**config.mk**
```make
export PLATFORM = sky130hd
export DESIGN_NAME = mul_div_seq
export DESIGN_NICKNAME = d
export VERILOG_FILES = /design/src/rtl/mul_div_seq_pkg.sv /design/src/rtl/mul_div_seq.sv
export SDC_FILE = /design/constraint.sdc
export NUM_CORES = 1
export LEC_CHECK = 0
export BUFFER_PORTS_ARGS = -buffer_cell sky130_fd_sc_hd__buf_2
export CORE_MARGIN = 2
export CORE_UTILIZATION = 45
export DETAILED_ROUTE_END_ITERATION = 10
export GPL_TIMING_DRIVEN = 0
export PLACE_DENSITY = 0.66
export SLEW_MARGIN = 10
export SYNTH_ARGS = -nofsm -noshare
export SYNTH_HDL_FRONTEND = slang
export SYNTH_SLANG_ARGS = --single-unit
export TNS_END_PERCENT = 100
```
**constraint.sdc**
```tcl
create_clock -name clk -period 8.45 [get_ports clk]
set_input_delay 0.845 -clock clk [delete_from_list [all_inputs] [get_ports clk]]
set_output_delay 0.845 -clock clk [all_outputs]
set_load 0.005 [all_outputs]
```
**src/rtl/mul_div_seq_pkg.sv**
```systemverilog
// Shared encodings for the sequential multiply/divide unit.
// Operation select, FSM states and the default operand width.
package mul_div_seq_pkg;

  localparam int DEF_WIDTH = 32;

  localparam logic OP_MUL = 1'b0;
  localparam logic OP_DIV = 1'b1;

  typedef enum logic [1:0] {
    S_IDLE = 2'd0,
    S_RUN  = 2'd1,
    S_FIX  = 2'd2,
    S_DONE = 2'd3
  } state_e;

endpackage

```
**src/rtl/mul_div_seq.sv**
```systemverilog
// Multi-cycle signed multiply / divide feeding the Z register.
// Works on magnitudes for WIDTH cycles, then fixes signs in one cycle.
module mul_div_seq
  import mul_div_seq_pkg::*;
#(
  parameter int WIDTH = DEF_WIDTH
) (
  input  logic               clk,
  input  logic               clr,
  input  logic               start,
  input  logic               op,
  input  logic [WIDTH-1:0]   a,
  input  logic [WIDTH-1:0]   b,
  output logic               busy,
  output logic               done,
  output logic               z_load,
  output logic [2*WIDTH-1:0] z_data,
  output logic               div0
);

  localparam int CW = $clog2(WIDTH);
  localparam logic [CW-1:0] CNT_LAST = CW'(WIDTH - 1);

  state_e state_q, state_d;
  logic [CW-1:0]      cnt_q, cnt_d;
  logic [WIDTH-1:0]   hi_q, hi_d;
  logic [WIDTH-1:0]   lo_q, lo_d;
  logic [WIDTH-1:0]   d_q, d_d;
  logic [WIDTH-1:0]   a_q, a_d;
  logic               op_q, op_d;
  logic               sa_q, sa_d;
  logic               sb_q, sb_d;
  logic               div0_q, div0_d;
  logic [2*WIDTH-1:0] z_q, z_d;

  logic [WIDTH-1:0]   a_mag, b_mag;
  logic [WIDTH:0]     mul_sum;
  logic [WIDTH:0]     div_sh, div_sub, div_nxt;
  logic               div_ge;
  logic [2*WIDTH-1:0] prod, prod_s;
  logic [WIDTH-1:0]   quo_s, rmd_s;
  logic               unused_msb;

  assign a_mag = a[WIDTH-1] ? -a : a;
  assign b_mag = b[WIDTH-1] ? -b : b;

  // MUL: hi accumulates, lo holds the multiplier and
  // collects low product bits as they shift out.
  assign mul_sum = {1'b0, hi_q}
                 + (lo_q[0] ? {1'b0, d_q} : '0);

  // DIV: hi is the partial remainder, lo shifts the
  // dividend out and quotient bits in.
  assign div_sh  = {hi_q, lo_q[WIDTH-1]};
  assign div_sub = div_sh - {1'b0, d_q};
  assign div_ge  = div_sh >= {1'b0, d_q};
  assign div_nxt = div_ge ? div_sub : div_sh;
  assign unused_msb = div_nxt[WIDTH];

  assign prod   = {hi_q, lo_q};
  assign prod_s = (sa_q ^ sb_q) ? -prod : prod;
  assign quo_s  = (sa_q ^ sb_q) ? -lo_q : lo_q;
  assign rmd_s  = sa_q ? -hi_q : hi_q;

  always_comb begin
    state_d = state_q;
    cnt_d   = cnt_q;
    hi_d    = hi_q;
    lo_d    = lo_q;
    d_d     = d_q;
    a_d     = a_q;
    op_d    = op_q;
    sa_d    = sa_q;
    sb_d    = sb_q;
    div0_d  = div0_q;
    z_d     = z_q;
    unique case (state_q)
      S_IDLE: begin
        if (start) begin
          op_d    = op;
          a_d     = a;
          sa_d    = a[WIDTH-1];
          sb_d    = b[WIDTH-1];
          hi_d    = '0;
          lo_d    = (op == OP_DIV) ? a_mag : b_mag;
          d_d     = (op == OP_DIV) ? b_mag : a_mag;
          cnt_d   = '0;
          state_d = S_RUN;
        end
      end
      S_RUN: begin
        if (op_q == OP_DIV) begin
          hi_d = div_nxt[WIDTH-1:0];
          lo_d = {lo_q[WIDTH-2:0], div_ge};
        end else begin
          hi_d = mul_sum[WIDTH:1];
          lo_d = {mul_sum[0], lo_q[WIDTH-1:1]};
        end
        cnt_d = cnt_q + 1'b1;
        if (cnt_q == CNT_LAST) begin
          state_d = S_FIX;
        end
      end
      S_FIX: begin
        if (op_q == OP_MUL) begin
          z_d    = prod_s;
          div0_d = 1'b0;
        end else if (d_q == '0) begin
          z_d    = {a_q, {WIDTH{1'b1}}};
          div0_d = 1'b1;
        end else begin
          z_d    = {rmd_s, quo_s};
          div0_d = 1'b0;
        end
        state_d = S_DONE;
      end
      S_DONE: begin
        state_d = S_IDLE;
      end
      default: begin
        state_d = S_IDLE;
      end
    endcase
  end

  always_ff @(posedge clk) begin
    if (!clr) begin
      state_q <= S_IDLE;
      cnt_q   <= '0;
      hi_q    <= '0;
      lo_q    <= '0;
      d_q     <= '0;
      a_q     <= '0;
      op_q    <= 1'b0;
      sa_q    <= 1'b0;
      sb_q    <= 1'b0;
      div0_q  <= 1'b0;
      z_q     <= '0;
    end else begin
      state_q <= state_d;
      cnt_q   <= cnt_d;
      hi_q    <= hi_d;
      lo_q    <= lo_d;
      d_q     <= d_d;
      a_q     <= a_d;
      op_q    <= op_d;
      sa_q    <= sa_d;
      sb_q    <= sb_d;
      div0_q  <= div0_d;
      z_q     <= z_d;
    end
  end

  assign busy   = (state_q != S_IDLE);
  assign done   = (state_q == S_DONE);
  assign z_load = done;
  assign z_data = z_q;
  assign div0   = div0_q;

endmodule

```
Yosys cells after proc, flatten, opt, wreduce, memory -nomap -nowiden
Cells that the tools add are included.

Output and inout bits: 68. Register bits: 203. Logic and storage cells: 58. Input bits: 68.

$add $sub $neg: 8. Bitwise gates (word level): 1. Eq/ne operators: 6. Order comparisons: 1. Reductions and logical operators: 7. Multiplexer cells: 24.

Operator list (count): $mux W32 (12); $mux W64 (3); $neg A32 Y32 (4); $pmux W32 S2 (2); $neg A64 Y64 (1); $add A32 B32 Y33 (1); $ge A33 B32 Y1 (1); $logic_not A32 Y1 (1); $sub A32 B32 Y32 (1); $pmux W5 S2 (1); $pmux W2 S4 (1); $reduce_and A2 Y1 (3); $add A5 B1 Y5 const B (1); $eq A5 B5 Y1 const B (1); $mux W5 (1); $eq A2 B2 Y1 const B (2); $mux W2 (2); $ne A2 B2 Y1 const B (2); $reduce_bool A2 Y1 (2); $eq A2 B1 Y1 const B (1); $logic_not A2 Y1 (1); $mux W1 (2); $xor A1 B1 Y1 (1).

Logic depth before layout (Yosys ltp)
Word-level depth: 5. Mapped depth: 14. Gate-level depth less buffers: 13.

Worst setup path before layout
Ideal clock, no wire load.

Path kind: in2reg. Start: input a[2]. End: register lo_q[28]. Setup slack: 5.030 ns. Stages: 9. Buffers on the path: 0. Arrival time: 3.300 ns. Library setup time: 0.120 ns. Required time: 8.330 ns. Path through: or4_1 -> or4_1 -> or3_1 -> or2_1 -> o31ai_2 -> xor2_1 -> o21ai_0 -> a211oi_1 -> nor2_1.

Cells in the longest elaborated chain, start to end: 5.

Ends and longest elaborated chain: from (decl) (RTL line mul_div_seq.sv:12) `input logic [WIDTH-1:0] a,`; $neg A32 Y32 (RTL line mul_div_seq.sv:44) `assign a_mag = a[WIDTH-1] ? -a : a;`; $mux W32 (RTL line mul_div_seq.sv:44); $mux W32 (RTL line mul_div_seq.sv:85) `lo_d = (op == OP_DIV) ? a_mag : b_mag;`; $mux W32 (RTL line mul_div_seq.sv:79) `if (start) begin`; $pmux W32 S2 (RTL line mul_div_seq.sv:77) `unique case (state_q)`; to (signal assigned) (RTL line mul_div_seq.sv:143) `lo_q <= lo_d;`; to (decl) (RTL line mul_div_seq.sv:27) `logic [WIDTH-1:0] lo_q, lo_d;`.

No other way between the ends. The select of a mux whose other input is x is not followed. A chain may end at the register's enable or synchronous reset.

Worst setup path after layout
Start: register lo_q[0]. End: register hi_q[26].

Cells in the longest elaborated chain, start to end: 4.

Ends and longest elaborated chain: $mux W32 (RTL line mul_div_seq.sv:50) `+ (lo_q[0] ? {1'b0, d_q} : '0);`; $add A32 B32 Y33 (RTL line mul_div_seq.sv:50); $mux W32 (RTL line mul_div_seq.sv:92) `if (op_q == OP_DIV) begin`; $pmux W32 S2 (RTL line mul_div_seq.sv:77); to (signal assigned) (RTL line mul_div_seq.sv:142) `hi_q <= hi_d;`; to (decl) (RTL line mul_div_seq.sv:26) `logic [WIDTH-1:0] hi_q, hi_d;`.

No other way between the ends.

==> flow_metrics.env <==
export IMPL_dpl_hpwl_mm=59.3
export IMPL_grt_pass1_vias=16900
export IMPL_drt_vias_per_instance=6.39
export IMPL_finClkSkew_ns=0.0239
export IMPL_crit_type="reg -> reg"
export IMPL_worst_setup_path_start_kind="register"
export IMPL_die_w_um=194
export IMPL_hold_path_class="reg -> reg"
export IMPL_p_leak_nw=7.47
export IMPL_cts_sinks=202
export IMPL_yosys_register_bits=202
export IMPL_worstMarginPinSlew_ns=1.24
export IMPL_drt_total_wl_mm=74.2
export IMPL_drc=0
export IMPL_postCtsSetupBuffers=0
export IMPL_antenna_found_initial=1
export IMPL_numCtsBuffers=24
export IMPL_num_rows=69
export IMPL_hold_buffers=0
export IMPL_grt_overflow_total=0
export IMPL_end_kind="register"
export IMPL_place_congestion=1.01
export IMPL_hold_viol=0
export IMPL_num_vias=18400
export IMPL_start_util=0.457
export IMPL_timing_hold_ws_ns=0.459
export IMPL_path_max_fanout=10
export IMPL_drt_iter0_drc=2053
export IMPL_final_period_utilization=0.522
export IMPL_antenna_left=0
export IMPL_vdd_ir_drop_max_v=0.000215
export IMPL_min_period_ns=4.41
export IMPL_status="completed"
export IMPL_synth_cell_area_mm2=0.0163
export IMPL_synth_cell_types=77
export IMPL_drive_gt1_frac=0.0993
export IMPL_area_growth_pct=12.5
export IMPL_tns_ns=0
export IMPL_cts_clk_slew_worst_paths_ns=0.06
export IMPL_yosys_area_top_type="dfxtp_1"
export IMPL_finish_net_count=2543
export IMPL_place_worst_setup_slack_ns=4.24
export IMPL_yosysWarnings=0
export IMPL_die_h_um=194
export IMPL_yosysTopAreaCellShare=0.249
export IMPL_portBuffers=134
export IMPL_arrival_ns=4.85
export IMPL_grt_total_usage=0.378
export IMPL_synth_edff_count=0
export IMPL_slew_headroom=0.161
export IMPL_drtPass1Iterations=8
export IMPL_maxCapViolations=0
export IMPL_core_mm2=0.0356
export IMPL_ioPinCount=136
export IMPL_avgRoutedWirePerCell_um=25.8
export IMPL_synth_cells=2239
export IMPL_required_ns=8.89
export IMPL_power_density_mw_per_mm2=309
export IMPL_avgSynthCellArea_um2=7.26
export IMPL_synth_main_ff_cell="dfxtp_1"
export IMPL_htreeDepth=1
export IMPL_synth_async_reset_ratio=0
export IMPL_insertion_delay_ns=0.57
export IMPL_grt_pass1_wl_mm=109
export IMPL_synth_area_leaders="dfxtp_1 (25%), a21oi_1 (7.8%), o21ai_0 (6.0%), ha_1 (5.7%), nor2_1 (5.3%)"
export IMPL_synth_nets=2383
export IMPL_diodes=0
export IMPL_synth_seq_area_share=0.249
export IMPL_rsz0062_at_grt="no"
export IMPL_dieArea_mm2=0.0377
export IMPL_fin_ws_ns=4.04
export IMPL_max_freq_ghz=0.227
export IMPL_cts_tree="done"
export IMPL_cts_root_buf="clkbuf_16"
export IMPL_grt_start_max_net_pins=13
export IMPL_slew_violations=0
export IMPL_setup_viol=0
export IMPL_cts_resized_gates=0
export IMPL_clockBufferDepth=3
worst max-delay path, stage by stage (launching register included):
cell      delay (ns)
dfxtp_1         0.52
clkinv_1        0.44
clkbuf_1        0.39
nor2_1          0.19
ha_1            0.32
a21o_1          0.25
a211oi_1        0.55
nand4_1         0.31
a31oi_1         0.53
o21ai_0         0.24
xnor2_1         0.19
nor2_1          0.06
a221o_1         0.27
per-layer routing:
metal | wire [um] | track usage
met1 | 31400 | 0.524
met2 | 31700 | 0.578
met3 | 7790 | 0.0691
met4 | 3410 | 0.157
met5 | 12 | 0
power breakdown:
group	internal [mW]	switching, mW	total (mW)
Sequential	1.21	0.278	1.48
Clock	0.604	0.457	1.06
Combinational	1.04	2.07	3.11
per-stage QoR:
stage / area (um^2) / power [mW] / instances / util
after floorplan: 16300 / 3.38 / 2239 / -
after detailed placement: 17500 / 4.48 / 2834 / 0.492
after global routing: 18300 / 5.93 / 2877 / 0.514
after CTS: 18300 / 5.54 / 2877 / 0.514
after global placement: 17500 / 4.45 / 2834 / 0.492
final: 18300 / 5.66 / 2877 / 0.514
Yosys cell counts, types with 11 or more instances:
master,n
buf_1,13
a211oi_1,48
mux2_2,28
nand2b_1,15
nor4_1,22
a21o_1,27
clkbuf_1,157
or2_2,12
o21a_1,12
nand4_1,28
a31oi_1,20
a21oi_1,252
inv_1,66
o21ai_0,195
ha_1,74
and2_1,11
nor2_1,230
xor2_1,95
o211ai_1,35
nand3_1,39
dfxtp_1,202
nor2b_1,18
nor3_1,38
or4_1,19
o31ai_1,39
mux2i_1,34
o41ai_1,22
nand2_1,224
or3_1,23
xnor2_1,94
state kept, by name, summed over array words and instances, names as in the netlist:
signal   flops
div0         1
lo_q        32
d_q         32
sb_q         1
op_q         1
state_q      2
cnt_q        5
z_data      64
hi_q        32
a_q         32
layout make-up:
type | instances | area (um^2)
flip-flops and latches | 202 | 4040
inverters | 68 | 255
well taps | 461 | 577
multi-input cells | 1796 | 11300
clock inverters | 11 | 97.6
clock buffers | 32 | 691
repair buffers | 134 | 671
plain buffers | 173 | 664
fillers | 3642 | 17300
kinds of logic after synthesis:
family | synth area share
simple gates | 0.206
xor+xnor | 0.102
mux | 0.0403
flops | 0.249
fa+ha+maj | 0.0594
compound gates | 0.287
buf+inv | 0.0566
path summary, 6_finish.rpt:
path                               from  endpoint  slack (ns)  cells after the start
worst min-delay path             a_q[6]    a_q[6]        0.46                      2
worst max-delay path            lo_q[0]  hi_q[26]        4.04                     12
worst max register to register  lo_q[0]  hi_q[26]        4.04                     12
worst min register to register   a_q[6]    a_q[6]        0.46                      2
layout by cell type, fill, tap and decap left out, types with 74 or more instances in the layout:
cell type,instances
dfxtp_1,202
nand2_1,224
o21ai_0,195
buf_2,134
xor2_1,95
clkbuf_1,159
nor2_1,230
xnor2_1,94
a21oi_1,252
ha_1,74
Power figures use the tool's default switching activity.
